$ cat src/rtl/layer_sequencer.sv
// layer_sequencer: runs the layer engines one at a time, acknowledges each finish,
// counts output samples per layer and guards each layer with a watchdog.
module layer_sequencer #(
    parameter int unsigned NUM_LAYERS     = 4,
    parameter int unsigned CNT_W          = 16,
    parameter int unsigned TIMEOUT_CYCLES = 1000000,
    parameter int unsigned DRAIN_MAX      = 8,
    localparam int unsigned CL_W          = (NUM_LAYERS > 1) ? $clog2(NUM_LAYERS) : 1
) (
    input  logic                  clk,
    input  logic                  rst,
    input  logic                  start,
    input  logic                  abort,
    input  logic [NUM_LAYERS-1:0] layer_finish,
    input  logic [NUM_LAYERS-1:0] layer_sample,
    output logic [NUM_LAYERS-1:0] layer_en,
    output logic [NUM_LAYERS-1:0] ram_feedback,
    output logic [CL_W-1:0]       cur_layer,
    output logic [CNT_W-1:0]      sample_count,
    output logic [CNT_W-1:0]      last_count,
    output logic                  busy,
    output logic                  done,
    output logic                  error
);

    localparam int unsigned WD_MAX = (TIMEOUT_CYCLES > DRAIN_MAX) ? TIMEOUT_CYCLES : DRAIN_MAX;
    localparam int unsigned WD_W   = $clog2(WD_MAX) + 1;

    typedef enum logic [2:0] {
        S_IDLE,
        S_WAIT_FIN,
        S_ACK,
        S_DRAIN,
        S_ERR
    } state_t;

    state_t                  state, state_d;
    logic [WD_W-1:0]         watchdog, watchdog_d;
    logic [NUM_LAYERS-1:0]   layer_en_d, ram_feedback_d;
    logic [CL_W-1:0]         cur_layer_d;
    logic [CNT_W-1:0]        sample_count_d, last_count_d, sample_inc;
    logic                    busy_d, done_d, error_d;
    logic                    cur_fin, cur_smp, is_last;

    function automatic logic [NUM_LAYERS-1:0] onehot(input logic [CL_W-1:0] idx);
        onehot = NUM_LAYERS'(1) << idx;
    endfunction

    // Only the active layer's finish/sample bits matter; foreign bits are masked off
    assign cur_fin    = |(layer_finish & onehot(cur_layer));
    assign cur_smp    = |(layer_sample & onehot(cur_layer));
    assign is_last    = (cur_layer == CL_W'(NUM_LAYERS - 1));
    assign sample_inc = (&sample_count) ? sample_count : sample_count + CNT_W'(1);

    // State register
    always_ff @(posedge clk or negedge rst) begin
        if (!rst) begin
            state <= S_IDLE;
        end else begin
            state <= state_d;
        end
    end

    // Next-state and next-output logic; abort overrides every transition
    always_comb begin
        state_d        = state;
        layer_en_d     = '0;
        ram_feedback_d = '0;
        cur_layer_d    = cur_layer;
        sample_count_d = sample_count;
        last_count_d   = last_count;
        done_d         = 1'b0;
        error_d        = error;
        watchdog_d     = watchdog;

        case (state)
            S_IDLE: begin
                if (start) begin
                    state_d        = S_WAIT_FIN;
                    cur_layer_d    = '0;
                    sample_count_d = '0;
                    watchdog_d     = '0;
                    layer_en_d     = onehot('0);
                end
            end
            S_WAIT_FIN: begin
                layer_en_d = onehot(cur_layer);
                watchdog_d = watchdog + WD_W'(1);
                if (cur_smp) begin
                    sample_count_d = sample_inc;
                end
                if (cur_fin) begin
                    state_d        = S_ACK;
                    layer_en_d     = '0;
                    ram_feedback_d = onehot(cur_layer);
                    last_count_d   = cur_smp ? sample_inc : sample_count;
                end else if (watchdog == WD_W'(TIMEOUT_CYCLES - 1)) begin
                    state_d    = S_ERR;
                    layer_en_d = '0;
                    error_d    = 1'b1;
                end
            end
            S_ACK: begin
                state_d    = S_DRAIN;
                watchdog_d = '0;
            end
            S_DRAIN: begin
                if (!cur_fin) begin
                    if (is_last) begin
                        state_d = S_IDLE;
                        done_d  = 1'b1;
                    end else begin
                        state_d        = S_WAIT_FIN;
                        cur_layer_d    = cur_layer + CL_W'(1);
                        sample_count_d = '0;
                        watchdog_d     = '0;
                        layer_en_d     = onehot(cur_layer + CL_W'(1));
                    end
                end else if (watchdog == WD_W'(DRAIN_MAX - 1)) begin
                    state_d = S_ERR;
                    error_d = 1'b1;
                end else begin
                    watchdog_d = watchdog + WD_W'(1);
                end
            end
            S_ERR: begin
                error_d = 1'b1;
            end
            default: begin
                state_d = S_IDLE;
            end
        endcase

        if (abort) begin
            state_d        = S_IDLE;
            layer_en_d     = '0;
            ram_feedback_d = '0;
            cur_layer_d    = '0;
            sample_count_d = '0;
            watchdog_d     = '0;
            error_d        = 1'b0;
            done_d         = 1'b0;
        end

        busy_d = (state_d == S_WAIT_FIN) || (state_d == S_ACK) || (state_d == S_DRAIN);
    end

    // Registered outputs and watchdog
    always_ff @(posedge clk or negedge rst) begin
        if (!rst) begin
            layer_en     <= '0;
            ram_feedback <= '0;
            cur_layer    <= '0;
            sample_count <= '0;
            last_count   <= '0;
            busy         <= 1'b0;
            done         <= 1'b0;
            error        <= 1'b0;
            watchdog     <= '0;
        end else begin
            layer_en     <= layer_en_d;
            ram_feedback <= ram_feedback_d;
            cur_layer    <= cur_layer_d;
            sample_count <= sample_count_d;
            last_count   <= last_count_d;
            busy         <= busy_d;
            done         <= done_d;
            error        <= error_d;
            watchdog     <= watchdog_d;
        end
    end

endmodule

$ cat config.mk
export PLATFORM = sky130hd
export DESIGN_NAME = layer_sequencer
export DESIGN_NICKNAME = d
export VERILOG_FILES = /design/src/rtl/layer_sequencer.sv
export SDC_FILE = /design/constraint.sdc
export NUM_CORES = 1
export LEC_CHECK = 0
export BUFFER_PORTS_ARGS = -buffer_cell sky130_fd_sc_hd__buf_2
export CORE_MARGIN = 4
export CORE_UTILIZATION = 62
export CTS_CLUSTER_DIAMETER = 120
export DETAILED_ROUTE_END_ITERATION = 10
export HOLD_SLACK_MARGIN = 0.05
export PLACE_DENSITY = 0.95
export REMOVE_ABC_BUFFERS = 1
export SETUP_SLACK_MARGIN = 0.2
export SLEW_MARGIN = 0
export SYNTH_ARGS = -nofsm -noshare
export SYNTH_HDL_FRONTEND = slang
export SYNTH_SLANG_ARGS = --single-unit
$ cat constraint.sdc
create_clock -name clk -period 4.9 [get_ports clk]
set_clock_uncertainty 0.15 [all_clocks]
set_input_delay 0.735 -clock clk [delete_from_list [all_inputs] [get_ports clk]]
set_output_delay 0.735 -clock clk [all_outputs]
set_load 0.03 [all_outputs]
After elaboration in Yosys (flattened, before gate mapping)
Cells that the tools add are included.

storage, ports and cells
  register bits after elaboration = 69
  bits in latches = 0
  RAM bits = 0
  bits in read-only memories = 0
  logic and storage cells = 97
  memories = 0

operators by class
  $add $sub $neg = 3
  $mul = 0
  divide/modulo/power cells = 0
  $lt $le $gt $ge = 0
  equal/unequal tests = 19
  shift-type cells = 2
  multiplexer cells = 46
  bitwise gates (word level) = 2
  reductions and logical operators = 15

operators by type and width
  kind                                                                count
  21-bit two-way mux                                                  5
  16-bit two-way mux                                                  6
  21-bit one-hot mux with 4 select lines                              1
  16-bit one-hot mux with 3 select lines                              1
  4-bit two-way mux                                                   8
  21-bit by 1-bit adder with 21-bit output (second input constant)    1
  21-bit by 20-bit == test with 1-bit output (second input constant)  1
  21-bit by 3-bit == test with 1-bit output (second input constant)   1
  3-bit != test (second input constant)                               7
  3-bit two-way mux                                                   6
  16-bit by 1-bit adder with 16-bit output (second input constant)    1
  16-bit AND reduction                                                1
  3-bit one-hot mux with 5 select lines                               1
  3-bit by 2-bit == test with 1-bit output (second input constant)    4
  4-bit one-hot mux with 3 select lines                               1
  4-bit AND reduction                                                 3
  1-bit two-way mux                                                   11
  4-bit bitwise AND                                                   2
  2-bit two-way mux                                                   4
  4-bit != test (second input constant)                               2
  4-bit nonzero test                                                  2
  4-bit OR reduction                                                  2
  1-bit by 2-bit left shift with 4-bit output (first input constant)  2
  3-bit by 1-bit == test with 1-bit output (second input constant)    2
  other kinds (11)                                                    12

Logic depth before layout (Yosys ltp)
Gate-level depths: netlist of run 1.

  word-level depth = 9
  mapped depth = 9
  mapped depth without buffers = 7

Worst setup path after synthesis of run 1
OpenSTA, ideal clock, no wires.

  path type = flip-flop to flip-flop
  from = reg cur_layer[0]
  to = reg watchdog[3]
  data arrival time = 2.254 ns
  setup slack = 2.401 ns
  stages on the path, launching flop included = 9
  buffers on the path = 1
  cell sequence = dfrtp_1 -> inv_1 -> ha_1 -> a22oi_1 -> a21boi_1 -> nor3b_1 -> buf_2 -> or3_1 -> o31ai_1

on the way
  cells in the longest elaborated chain, start to end = 6
  elaborated cells on any way between the ends = 10
  classes of those cells = eq/ne (3); shift (1); mux (3); bitwise (1); reduce/logical (2)

ends and longest elaborated chain
  what                                         line  source
  from (decl)                                  18    output logic [CL_W-1:0] cur_layer,
  from (signal assigned)                       163   cur_layer <= cur_layer_d;
  1-bit by 2-bit left shift with 4-bit output  46    onehot = NUM_LAYERS'(1) << idx;
  4-bit bitwise AND                            50    assign cur_fin = |(layer_finish & onehot(cur_layer));
  4-bit OR reduction                           50
  21-bit two-way mux                           108   if (!cur_fin) begin
  21-bit one-hot mux with 4 select lines       76    case (state)
  21-bit two-way mux                           134   if (abort) begin
  to (signal assigned)                         169   watchdog <= watchdog_d;
  to (decl)                                    38    logic [WD_W-1:0] watchdog, watchdog_d;

Several ways; a longest one is shown, not always the timed one.
A chain may end at the register's enable or synchronous reset.

Worst setup path after layout of run 1
  from = reg cur_layer[0]
  to = reg last_count[6]

on the way
  cells in the longest elaborated chain, start to end = 4
  elaborated cells on any way between the ends = 7
  classes of those cells = shift (1); mux (1); bitwise (2); reduce/logical (3)

ends and longest elaborated chain
  what                                                       line    source
  1-bit by 2-bit left shift with 4-bit output *              46
  4-bit bitwise AND, on equally long branches                51, 50
  4-bit OR reduction, on equally long branches               51, 50
  16-bit two-way mux or 2-bit AND reduction (tied branches)  -
  to (signal assigned)                                       165     last_count <= last_count_d;
  to (decl)                                                  20      output logic [CNT_W-1:0] last_count,

Mark *: on every way between the ends. The rest lies on a longest branch, timed or not.

==> results.md, run 1 <==
| Parameter | This run |
|:---|:---|
| Layout cells sized above 1 | 18.2% |
| #FFs+latches synth | 69 |
| Area share of the leading cell type in the synthesized netlist | 44.5% |
| Cell at the slowest stage of the critical path | nand2_1 |
| Power Dens Cells | 282 nW/um^2 |
| ANT nets after route | 0 |
| Most frequent CP cell | nand2_1 |
| Library cell occupying the most area in the post-synthesis netlist | dfrtp_1 |
| Slack of the worst reg-to-reg path | 1.76 ns |
| Number of top-level design ports | 57 |
| Reg-to-reg critical path endpoint | last_count[6]$_DFFE_PN0P_ |
| Count of clock tree sinks | 69 |
| Area of the core region | 5990 sq um |
| Width of the chip | 87.1 microns |
| Worst path required time | 5.00 ns |
| Number of failing setup endpoints in the final timing report | 0 |
| Row Count | 28 |
| Sequential power share | 48.6% |
| Most common library cells after synthesis | dfrtp_1, nand2_1, o21ai_0, a21oi_1, nor2_1 |
| Highest ir drop seen on vdd | 0.264 mV |
| Pre-CTS setup slack | 1.87 ns |
| Setup_tns | 0 ns |
| H-tree Lvls | 3 |
| Yosys Warn Count | 0 |
| Postcts setup bufs | 0 |
| Status | finished clean |
| Residual DRC count | 0 |
| Crit path largest cell delay | 0.85 ns |
| Quantity of hold-fixing buffers added after cts | 0 |
| Clock period minus worst slack | 3.14 ns |
| Aggregate routed wire length | 9970 microns |
| Number of DRC violations after detailed-routing iteration 0 | 378 |
| Number of synthesized flops with an enable pin | 0 |
| Fin. Hold Viols | 0 |
| Per-cell routed wire length | 18.2 microns |
| Average via count per standard cell | 6.70 |
| Leakage Power | 0.00200 uW |
| Setup repair after global routing missed its margin | no |
| Count of pins over their slew limit | 0 |
| Total grt overflow | 0 |
| Arrival time worst endpoint | 3.23 ns |
| Clock tree root driver cell | clkbuf_8 |
| Number of antenna diodes | 0 |
| Max FO, Critical Path | 33 |
| Net switching share of the total power | 28.8% |
| Least setup slack across all paths after layout | 1.76 ns |
| Max-slew headroom at the worst pin | 31.6% |
| CTS tree | built |
| Final core utilization | 72.9% |
| Internal cell power | 876 uW |
| Cells resized by post-CTS repair | 0 |
| Max Cap Violations | 0 |
| Initial core utilization | 64.8% |
| Ratio of final minimum period to clock period | 64.0% |
| Combinational power share | 12.5% |
| Setup crit start kind | flip-flop |
| Sequential share of the synthesized area | 44.5% |
| Crit end category | flip-flop |
| Routability cong. | 0.913 |
| Wire length of the first global-routing pass | 16,300 microns |
| Number of instances in the synthesized netlist | 422 |
| NetSw | 354 uW |
| Total via count in the routed design | 3,671 |
| Die Y-Extent | 87.1 microns |
| Crit Path Class | flip-flop to flip-flop |
| Cell count of the worst reg-to-reg path | 7 |
| Highest Clock Rate | 0.319 GHz |
| Non-Filler Instances | 548 |
| Number of input and output port buffers inserted | 56 |
| Number of buffers created by CTS | 9 |
| Cell count after placement | 532 |
| Portion of total power attributed to the clock network | 38.9% |
| Final-layout fill cell count | 413 |
| Top flip-flop cell by instance count after synthesis | dfrtp_1 |
| Cell depth of the worst hold path | 2 |
| Crit path launch | cur_layer[0]$_DFFE_PN0P_ |
| Leading cell type by number of instances after synthesis | dfrtp_1 |
| Clock-pin slew reported for the worst setup and hold paths after clock tree synthesis | 0.08 ns |
| Number of global-route vias before repair | 3,487 |
| Die Area | 7590 sq um |
| Hold wc startpoint | last_count[8]$_DFFE_PN0P_ |
| Syn_area_per_cell | 9.20 sq um |
| Tightest Hold Check Type | flip-flop to flip-flop |
| Post-layout nets | 487 |
| Area growth from synthesis to final layout | 12.5% |
| Startpoint of the worst register-to-register path | cur_layer[0]$_DFFE_PN0P_ |
| FFs w/ async S/R, synth | 100% |
| Maximum number of pins on one net before global-route repair | 70 |
| Antenna violations before repair | 0 |
| Count of unique library cells instantiated by Yosys | 57 |
| Total Routing Usage GR | 27.4% |
| Tightest Pin Transition | 1.02 ns |
| Ordered list of cells on the worst path | inv_1 > ha_1 > a22oi_1 > nand2_1 > nand2_1 > nand2_1 > o21ai_0 |
| Pre-antenna DRT Iters | 6 |
| Estimated wirelength of the detail-placed design | 6590 microns |
| Clock tree buffer depth | 2 |
| Worst Hold End | last_count[8]$_DFFE_PN0P_ |
| Netlist Area Pre-Place | 3880 sq um |
| Cell types occupying the most area after synthesis | dfrtp_1, o21ai_0, nand2_1, a21oi_1, nand3_1 |
| Later-pin clock latency in the skew report | 0.36 ns |
state kept, by name (all words and copies together), names as in the netlist:
name,cells
busy,1
watchdog,21
sample_count,16
cur_layer,2
done,1
state,3
layer_en,4
last_count,16
ram_feedback,4
error,1
power by group through the flow:
stage | sequential (uW) | clock [uW] | combinational, uW
5_1_grt | 599 | 508 | 167
2_1_floorplan | 627 | 0 | 74.0
3_5_place_dp | 609 | 0 | 150
3_3_place_gp | 606 | 0 | 143
6_report | 598 | 478 | 154
4_1_cts | 597 | 480 | 152
layout by cell type (no fill, tap or decap), types with 7 or more instances in the layout:
| master | n |
|---|---|
| ha_1 | 7 |
| xnor2_1 | 9 |
| nand2b_1 | 7 |
| o31ai_1 | 10 |
| clkbuf_8 | 10 |
| nand4_1 | 15 |
| or3_1 | 11 |
| and3_1 | 13 |
| dfrtp_1 | 69 |
| nor2_1 | 21 |
| buf_2 | 56 |
| o21ai_0 | 31 |
| nand3_1 | 19 |
| inv_1 | 13 |
| a21oi_1 | 24 |
| nor4_1 | 8 |
| nand2_1 | 40 |
| nor3_1 | 8 |
| a22oi_1 | 7 |
worst max-delay path: cells and delay by family (launching register included):
family / cells / cell delay (ns)
flops: 1 / 0.42
buf+inv: 1 / 0.12
simple gates: 3 / 1.42
compound gates: 2 / 0.62
fa+ha+maj: 1 / 0.28
routing by layer:
| metal | vias up | share of wire (%) | track usage (%) |
|---|---|---|---|
| met2 | 245 | 48 | 44.8 |
| met4 | 0 | 3.8 | 15.8 |
| met5 | - | 0 | 0 |
| met1 | 1724 | 39 | 34.2 |
| li1 | 1657 | - | - |
| met3 | 45 | 9.3 | 4.73 |
through the flow:
| stage | power (uW) | hold slack, ns | area (sq um) |
|---|---|---|---|
| global placement | 750 | 0.306 | 4170 |
| global route | 1270 | 0.366 | 4370 |
| detailed placement | 758 | 0.315 | 4170 |
| CTS | 1230 | 0.333 | 4370 |
| finish | 1230 | 0.329 | 4370 |
| floorplan | 701 | 0.289 | 3770 |
logic make-up (layout without fill, tap and decap cells):
kind of cell | count (synthesis) | after routing | synth area share [%]
buffers and inverters | 37 | 88 | 4.13
DFF | 69 | 69 | 44.5
muxes | 6 | 6 | 1.55
AOI/OAI and AO/OA | 113 | 113 | 19.0
xor gates and xnor gates | 15 | 15 | 3.39
adders and majority gates | 7 | 7 | 2.26
and+or+nand+nor | 175 | 175 | 25.2
layout make-up:
| class | instances | area [sq um] | area share (%) |
|---|---|---|---|
| clock buffers | 11 | 141 | 3.24 |
| clock inverters | 5 | 60.1 | 1.37 |
| inverters | 13 | 48.8 | 1.12 |
| multi-input cells | 316 | 1990 | 45.7 |
| flip-flops and latches | 69 | 1730 | 39.5 |
| well taps | 75 | 93.8 | 2.15 |
| repair buffers | 59 | 303 | 6.93 |
worst max-delay path by stage:
stage | endpoint | depth (start not counted)
after floorplan | watchdog[15]$_DFFE_PN0P_ | 7
after global placement | watchdog[2]$_DFFE_PN0P_ | 6
after detailed placement | watchdog[11]$_DFFE_PN0P_ | 6
after CTS | watchdog[19]$_DFFE_PN0P_ | 7
after global routing | watchdog[20]$_DFFE_PN0P_ | 7
final | last_count[6]$_DFFE_PN0P_ | 7
No activity file was read; power rests on OpenSTA's default activity.
==> inputs of run 2 (changes only) <==
--- a/config.mk
+++ b/config.mk
@@ -5,13 +5,14 @@
 export SDC_FILE = /design/constraint.sdc
 export NUM_CORES = 1
 export LEC_CHECK = 0
+export ABC_AREA = 1
 export BUFFER_PORTS_ARGS = -buffer_cell sky130_fd_sc_hd__buf_2
 export CORE_MARGIN = 4
-export CORE_UTILIZATION = 62
+export CORE_UTILIZATION = 53
 export CTS_CLUSTER_DIAMETER = 120
 export DETAILED_ROUTE_END_ITERATION = 10
 export HOLD_SLACK_MARGIN = 0.05
-export PLACE_DENSITY = 0.95
+export PLACE_DENSITY = 0.87
 export REMOVE_ABC_BUFFERS = 1
 export SETUP_SLACK_MARGIN = 0.2
 export SLEW_MARGIN = 0
==> constraint.sdc (replaced) <==
create_clock -name clk -period 2.59 [get_ports clk]
set_clock_uncertainty 0.15 [all_clocks]
set_input_delay 0.3885 -clock clk [delete_from_list [all_inputs] [get_ports clk]]
set_output_delay 0.3885 -clock clk [all_outputs]
set_load 0.03 [all_outputs]
==> results.md, run 2 <==
| Parameter | This run |
|:---|:---|
| Cell count after placement | 807 |
| Crit end category | flip-flop |
| Clock-pin slew reported for the worst setup and hold paths after clock tree synthesis | 0.08 ns |
| Wire length of the first global-routing pass | 20,000 microns |
| ANT nets after route | 0 |
| Crit path largest cell delay | 0.43 ns |
| Post-layout nets | 738 |
| Ratio of final minimum period to clock period | 86.8% |
| Max FO, Critical Path | 12 |
| Initial core utilization | 54.3% |
| Library cell occupying the most area in the post-synthesis netlist | dfrtp_1 |
| Width of the chip | 99.8 microns |
| Clock tree buffer depth | 2 |
| Layout cells sized above 1 | 16.2% |
| XOR/XNOR share of the synthesized area | 2.35% |
| Max Cap Violations | 0 |
| Area share of and/or/nand/nor cells after synthesis | 42.3% |
| Tightest Hold Check Type | primary input to flip-flop |
| Setup crit start kind | flip-flop |
| Syn_area_per_cell | 6.85 sq um |
| Area of the core region | 8220 sq um |
| FFs w/ async S/R, synth | 100% |
| Crit Path Class | flip-flop to flip-flop |
| Most frequent CP cell | nand2_1 |
| Number of antenna diodes | 0 |
| Later-pin clock latency in the skew report | 0.36 ns |
| Setup_tns | 0 ns |
| Cell at the slowest stage of the critical path | dfrtp_1 |
| Setup repair after global routing missed its margin | yes |
| Status | finished clean |
| Commonest non-fill, non-tap cell in the layout | nand2_1 |
| Highest ir drop seen on vdd | 0.309 mV |
| Worst path required time | 2.68 ns |
| Number of global-route vias before repair | 4,443 |
| Number of buffers created by CTS | 9 |
| Tightest Pin Transition | 0.630 ns |
| Count of pins over their slew limit | 0 |
| Number of synthesized flops with an enable pin | 0 |
| Count of unique library cells instantiated by Yosys | 37 |
| Number of input and output port buffers inserted | 56 |
| Pre-antenna DRT Iters | 6 |
| Leading cell type by number of instances after synthesis | nand2_1 |
| Number of failing setup endpoints in the final timing report | 0 |
| Complex-gate fraction of the synthesized area | 6.17% |
| Area growth from synthesis to final layout | 14.8% |
| Average via count per standard cell | 5.50 |
| Final core utilization | 62.4% |
| Highest Clock Rate | 0.445 GHz |
| Adder-cell share of the synthesized area | 1.96% |
| Total grt overflow | 0 |
| Clock period minus worst slack | 2.25 ns |
| Aggregate routed wire length | 12,000 microns |
| H-tree Lvls | 3 |
| Total Routing Usage GR | 24.8% |
| Top library cells by usage in the layout, fill and taps aside | nand2_1, dfrtp_1, inv_1 |
| Antenna violations before repair | 0 |
| #FFs+latches synth | 69 |
| Clock tree root driver cell | clkbuf_8 |
| Combinational family with the most area after synthesis | simple AND/OR/NAND/NOR gates |
| Estimated wirelength of the detail-placed design | 8740 microns |
| Die Area | 9950 sq um |
| Non-Filler Instances | 829 |
| Leakage Power | 0.00277 uW |
| Largest Register | watchdog |
| Most common library cells after synthesis | nand2_1, dfrtp_1, inv_1, nor2_1, nand3_1 |
| Number of instances in the synthesized netlist | 652 |
| Netlist Area Pre-Place | 4460 sq um |
| Biggest regs | watchdog (21), last_count (16), sample_count (16) |
| Row Count | 33 |
| Fraction of synthesized area in multiplexers | 0% |
| Met3 routed wirelength | 890 microns |
| Top layer used by detailed routing | met4 |
| Pre-CTS setup slack | 0.158 ns |
| Arrival time worst endpoint | 2.34 ns |
| M1 wire length | 4950 microns |
| Routability cong. | 0.955 |
| Number of DRC violations after detailed-routing iteration 0 | 296 |
| Die Y-Extent | 99.8 microns |
| Top flip-flop cell by instance count after synthesis | dfrtp_1 |
| Ordered list of cells on the worst path | nor2_4 > inv_2 > nor2_8 > inv_1 > nand2_1 > nand3_4 > nand2_1 > nand2_1 |
| Flip-flop count of the largest register after layout | 21 |
| Per-cell routed wire length | 14.5 microns |
| CTS tree | built |
| Total via count in the routed design | 4,562 |
| Fin. Hold Viols | 0 |
| Amount of wire on met2 after detailed routing | 5850 microns |
| Sequential share of the synthesized area | 38.7% |
| Count of clock tree sinks | 69 |
| Power Dens Cells | 450 nW/um^2 |
| Cell types occupying the most area after synthesis | dfrtp_1, nand2_1, nand3_1, inv_1, nor2_1 |
| Cell depth of the worst hold path | 2 |
| Maximum number of pins on one net before global-route repair | 31 |
| Residual DRC count | 0 |
| Yosys Warn Count | 0 |
| Cell count of the worst reg-to-reg path | 8 |
| Number of top-level design ports | 57 |
| Max-slew headroom at the worst pin | 58.0% |
| Area share of the leading cell type in the synthesized netlist | 38.7% |
| Least setup slack across all paths after layout | 0.342 ns |
[run 2: cell type report]
class,count,area [sq um]
clock buffer,9,124
clock inverter,7,57.6
fill,750,3090
inverter,71,270
multi-input combinational,499,2410
sequential,69,1730
tap,105,131
timing repair buffer,69,405
[run 2: kinds of logic (layout without fill, tap and decap cells)]
kind of cell | Yosys count | count (layout)
flops | 69 | 69
fa+ha+maj | 7 | 7
xor+xnor | 12 | 12
compound gates | 38 | 38
buf+inv | 86 | 156
simple gates | 440 | 442
[run 2: layer usage]
layer / vias to the layer above / global-route usage [%]
met5: - / 0
met4: 0 / 7.46
met3: 44 / 4.77
met2: 206 / 42.8
met1: 2114 / 31.4
li1: 2198 / -
[run 2: what timing repair did]
item / CTS / global route
buffers inserted: 0 / 3
setup endpoints to repair: 5 / 39
pin swaps: 0 / 3
endpoints found under the hold margin: 25 / 0
hold buffers: 1 / 0
gates resized for setup: 1 / 4
gates cloned: 0 / 2
[run 2: final timing paths]
| check | end | slack, ns | startpoint |
|---|---|---|---|
| worst max-delay path | watchdog[20]$_DFFE_PN0P_ | 0.34 | state[2]$_DFF_PN0_ |
| worst min-delay path | layer_en[2]$_DFF_PN0_ | 0.20 | abort |
| worst max register to register | watchdog[20]$_DFFE_PN0P_ | 0.34 | state[2]$_DFF_PN0_ |
| worst min register to register | last_count[9]$_DFFE_PN0P_ | 0.33 | last_count[9]$_DFFE_PN0P_ |
| max in group asynchronous | watchdog[19]$_DFFE_PN0P_ | 1.20 | rst |
| min in group asynchronous | last_count[2]$_DFFE_PN0P_ | 0.42 | rst |
[run 2: through the flow]
| step | cell area (sq um) | power [uW] | hold WS (ns) |
|---|---|---|---|
| after floorplan | 4350 | 1330 | -0.0571 |
| after global placement | 4840 | 1450 | 0.282 |
| after detailed placement | 4840 | 1460 | 0.301 |
| after CTS | 5040 | 2300 | 0.191 |
| after global routing | 5120 | 2410 | 0.200 |
| final | 5120 | 2310 | 0.203 |
[run 2: power by group]
| group | switching (uW) | leakage (uW) | internal, uW |
|---|---|---|---|
| combinational | 253 | 0.00172 | 96.1 |
| clock | 473 | 0.0000886 | 362 |
| sequential | 21.3 | 0.000956 | 1100 |
[run 2: worst max-delay path: cells and delay by family (launching register included)]
kind | cells | cell delay, ns
buf+inv | 2 | 0.31
flops | 1 | 0.43
simple gates | 6 | 1.25
==> inputs of run 3 (changes only) <==
--- a/config.mk
+++ b/config.mk
@@ -7,8 +7,10 @@
 export LEC_CHECK = 0
 export ABC_AREA = 1
 export BUFFER_PORTS_ARGS = -buffer_cell sky130_fd_sc_hd__buf_2
+export CELL_PAD_IN_SITES_DETAIL_PLACEMENT = 1
+export CELL_PAD_IN_SITES_GLOBAL_PLACEMENT = 1
 export CORE_MARGIN = 4
-export CORE_UTILIZATION = 53
+export CORE_UTILIZATION = 38
 export CTS_CLUSTER_DIAMETER = 120
 export DETAILED_ROUTE_END_ITERATION = 10
 export HOLD_SLACK_MARGIN = 0.05
==> constraint.sdc (replaced) <==
create_clock -name clk -period 2.59 [get_ports clk]
set_clock_uncertainty 0.15 [all_clocks]
set_input_delay 0.1295 -clock clk [delete_from_list [all_inputs] [get_ports clk]]
set_output_delay 0.1295 -clock clk [all_outputs]
set_load 0.03 [all_outputs]
==> results.md, run 3 (synthesized netlist as in run 2, its figures left out) <==
| Parameter | This run |
|:---|:---|
| Initial core utilization | 38.9% |
| Die Area | 13,500 sq um |
| Cell depth of the worst hold path | 4 |
| Setup crit start kind | flip-flop |
| Final-layout fill cell count | 1,520 |
| Residual DRC count | 0 |
| Largest Register | watchdog |
| Number of top-level design ports | 57 |
| Layout cells sized above 1 | 15.8% |
| Power Dens Cells | 511 nW/um^2 |
| Leakage Power | 0.00278 uW |
| Total via count in the routed design | 4,566 |
| Crit Path Class | flip-flop to flip-flop |
| Setup_tns | 0 ns |
| Combinational power share | 12.5% |
| Startpoint of the worst register-to-register path | state[1]$_DFF_PN0_ |
| Estimated wirelength of the detail-placed design | 10,300 microns |
| H-tree Lvls | 3 |
| Setup repair after global routing missed its margin | yes |
| Reg-to-reg critical path endpoint | watchdog[0]$_DFFE_PN0P_ |
| Total grt overflow | 0 |
| Sequential power share | 42.4% |
| Design Area, Final | 5210 sq um |
| Tightest Pin Transition | 0.823 ns |
| Antenna violations before repair | 0 |
| Flip-flop count of the largest register after layout | 21 |
| Per-cell routed wire length | 16.6 microns |
| Highest Clock Rate | 0.442 GHz |
| Portion of total power attributed to the clock network | 45.1% |
| Number of failing setup endpoints in the final timing report | 0 |
| Number of buffers created by CTS | 9 |
| Slack of the worst reg-to-reg path | 0.33 ns |
| Area of the core region | 11,500 sq um |
| Ratio of final minimum period to clock period | 87.3% |
| Status | finished clean |
| Max Cap Violations | 0 |
| Clock-pin slew reported for the worst setup and hold paths after clock tree synthesis | 0.06 ns |
| Maximum number of pins on one net before global-route repair | 38 |
| Commonest non-fill, non-tap cell in the layout | nand2_1 |
| Wire length of the first global-routing pass | 23,400 microns |
| Worst path required time | 2.68 ns |
| Clock period minus worst slack | 2.26 ns |
| Pre-antenna DRT Iters | 4 |
| Cell count after placement | 845 |
| Count of clock tree sinks | 69 |
| Aggregate routed wire length | 14,300 microns |
| Average via count per standard cell | 5.28 |
| Crit end category | flip-flop |
| Max-slew headroom at the worst pin | 45.1% |
| Highest ir drop seen on vdd | 0.411 mV |
| Routability cong. | 0.901 |
| Internal cell power | 1890 uW |
| CTS tree | built |
| Top library cells by usage in the layout, fill and taps aside | nand2_1, dfrtp_1, inv_1 |
| Pre-CTS setup slack | 0.294 ns |
| Fin. Hold Viols | 0 |
| Number of input and output port buffers inserted | 56 |
| Count of pins over their slew limit | 0 |
| Arrival time worst endpoint | 2.35 ns |
| Die Y-Extent | 116 microns |
| Number of DRC violations after detailed-routing iteration 0 | 340 |
| Net switching share of the total power | 29.1% |
| Hold wc startpoint | start |
| Cell count of the worst reg-to-reg path | 9 |
| Worst Hold End | layer_en[0]$_DFF_PN0_ |
| Max FO, Critical Path | 24 |
| Area of placed instances | 4890 sq um |
| Tightest Hold Check Type | primary input to flip-flop |
| Total Routing Usage GR | 21.9% |
| Biggest regs | watchdog (21), last_count (16), sample_count (16) |
| NetSw | 773 uW |
| Number of global-route vias before repair | 4,793 |
| Clock tree root driver cell | clkbuf_16 |
| ANT nets after route | 0 |
| Clock tree buffer depth | 2 |
| Least setup slack across all paths after layout | 0.329 ns |
| Width of the chip | 116 microns |
| Post-layout nets | 735 |
| Later-pin clock latency in the skew report | 0.34 ns |
| Row Count | 39 |
| Non-Filler Instances | 864 |
| Area growth from synthesis to final layout | 16.8% |
| Number of antenna diodes | 0 |
run 3: cell count changes in the layout (fill, tap and decap cells not counted), moves of 2 or more:
cell / change
clkbuf_16: +9
clkbuf_8: -7
inv_6: -2
nand3_4: -2
run 3: worst max-delay path by stage:
stage                             startpoint                           end  slack [ns]  depth (start not counted)
finish                    state[1]$_DFF_PN0_       watchdog[0]$_DFFE_PN0P_        0.33                          9
global route              state[2]$_DFF_PN0_       watchdog[0]$_DFFE_PN0P_        0.18                          8
CTS                 cur_layer[0]$_DFFE_PN0P_  sample_count[10]$_DFFE_PN0P_        0.23                         11
detailed placement  cur_layer[0]$_DFFE_PN0P_  sample_count[10]$_DFFE_PN0P_        0.29                         11
global placement    cur_layer[0]$_DFFE_PN0P_  sample_count[13]$_DFFE_PN0P_        0.45                         11
floorplan           cur_layer[0]$_DFFE_PN0P_       watchdog[1]$_DFFE_PN0P_        0.20                         10
run 3: final cells by class:
type	instances	area, sq um	share of cell area, %
Clock buffer	11	253	4.85
Tap cell	143	179	3.43
Multi-Input combinational cell	497	2360	45.3
Timing Repair Buffer	68	388	7.44
Sequential cell	69	1730	33.2
Inverter	71	269	5.16
Clock inverter	5	33.8	0.648
run 3: routing by layer:
layer,track usage [%],routed length [microns]
met1,26.2,6060
met4,7.50,308
met3,5.08,672
met5,0,0
met2,38.7,7300
run 3: metrics by stage:
| stage | utilization [%] | hold WS [ns] | power [uW] |
|---|---|---|---|
| after floorplan | - | -0.316 | 1330 |
| after global placement | 42.7 | 0.0980 | 1460 |
| after detailed placement | 42.7 | 0.115 | 1470 |
| after CTS | 45.3 | 0.0621 | 2680 |
| after global routing | 45.4 | 0.102 | 2770 |
| final | 45.4 | 0.0801 | 2660 |
run 3: power by group through the flow:
| stage | Clock (uW) | Sequential, uW | Combinational [uW] |
|---|---|---|---|
| after floorplan | 0 | 1180 | 145 |
| after global placement | 0 | 1150 | 315 |
| after detailed placement | 0 | 1150 | 326 |
| after CTS | 1220 | 1130 | 331 |
| after global routing | 1270 | 1130 | 366 |
| final | 1200 | 1130 | 332 |
run 3: worst max-delay path, stage by stage (launching register included):
cell      delay [ns]
dfrtp_1         0.58
nor2_1          0.23
nand2_1         0.14
inv_1           0.12
nand3_1         0.16
a21boi_2        0.21
nand3_2         0.07
buf_4           0.28
nand2_1         0.09
o21ai_0         0.11
run 3: repair_timing:
action                                 CTS  global route
hold buffers                             2             0
buffers inserted                         0             1
setup endpoints to repair                0            55
endpoints found under the hold margin   36             0
gates resized for setup                  0             2
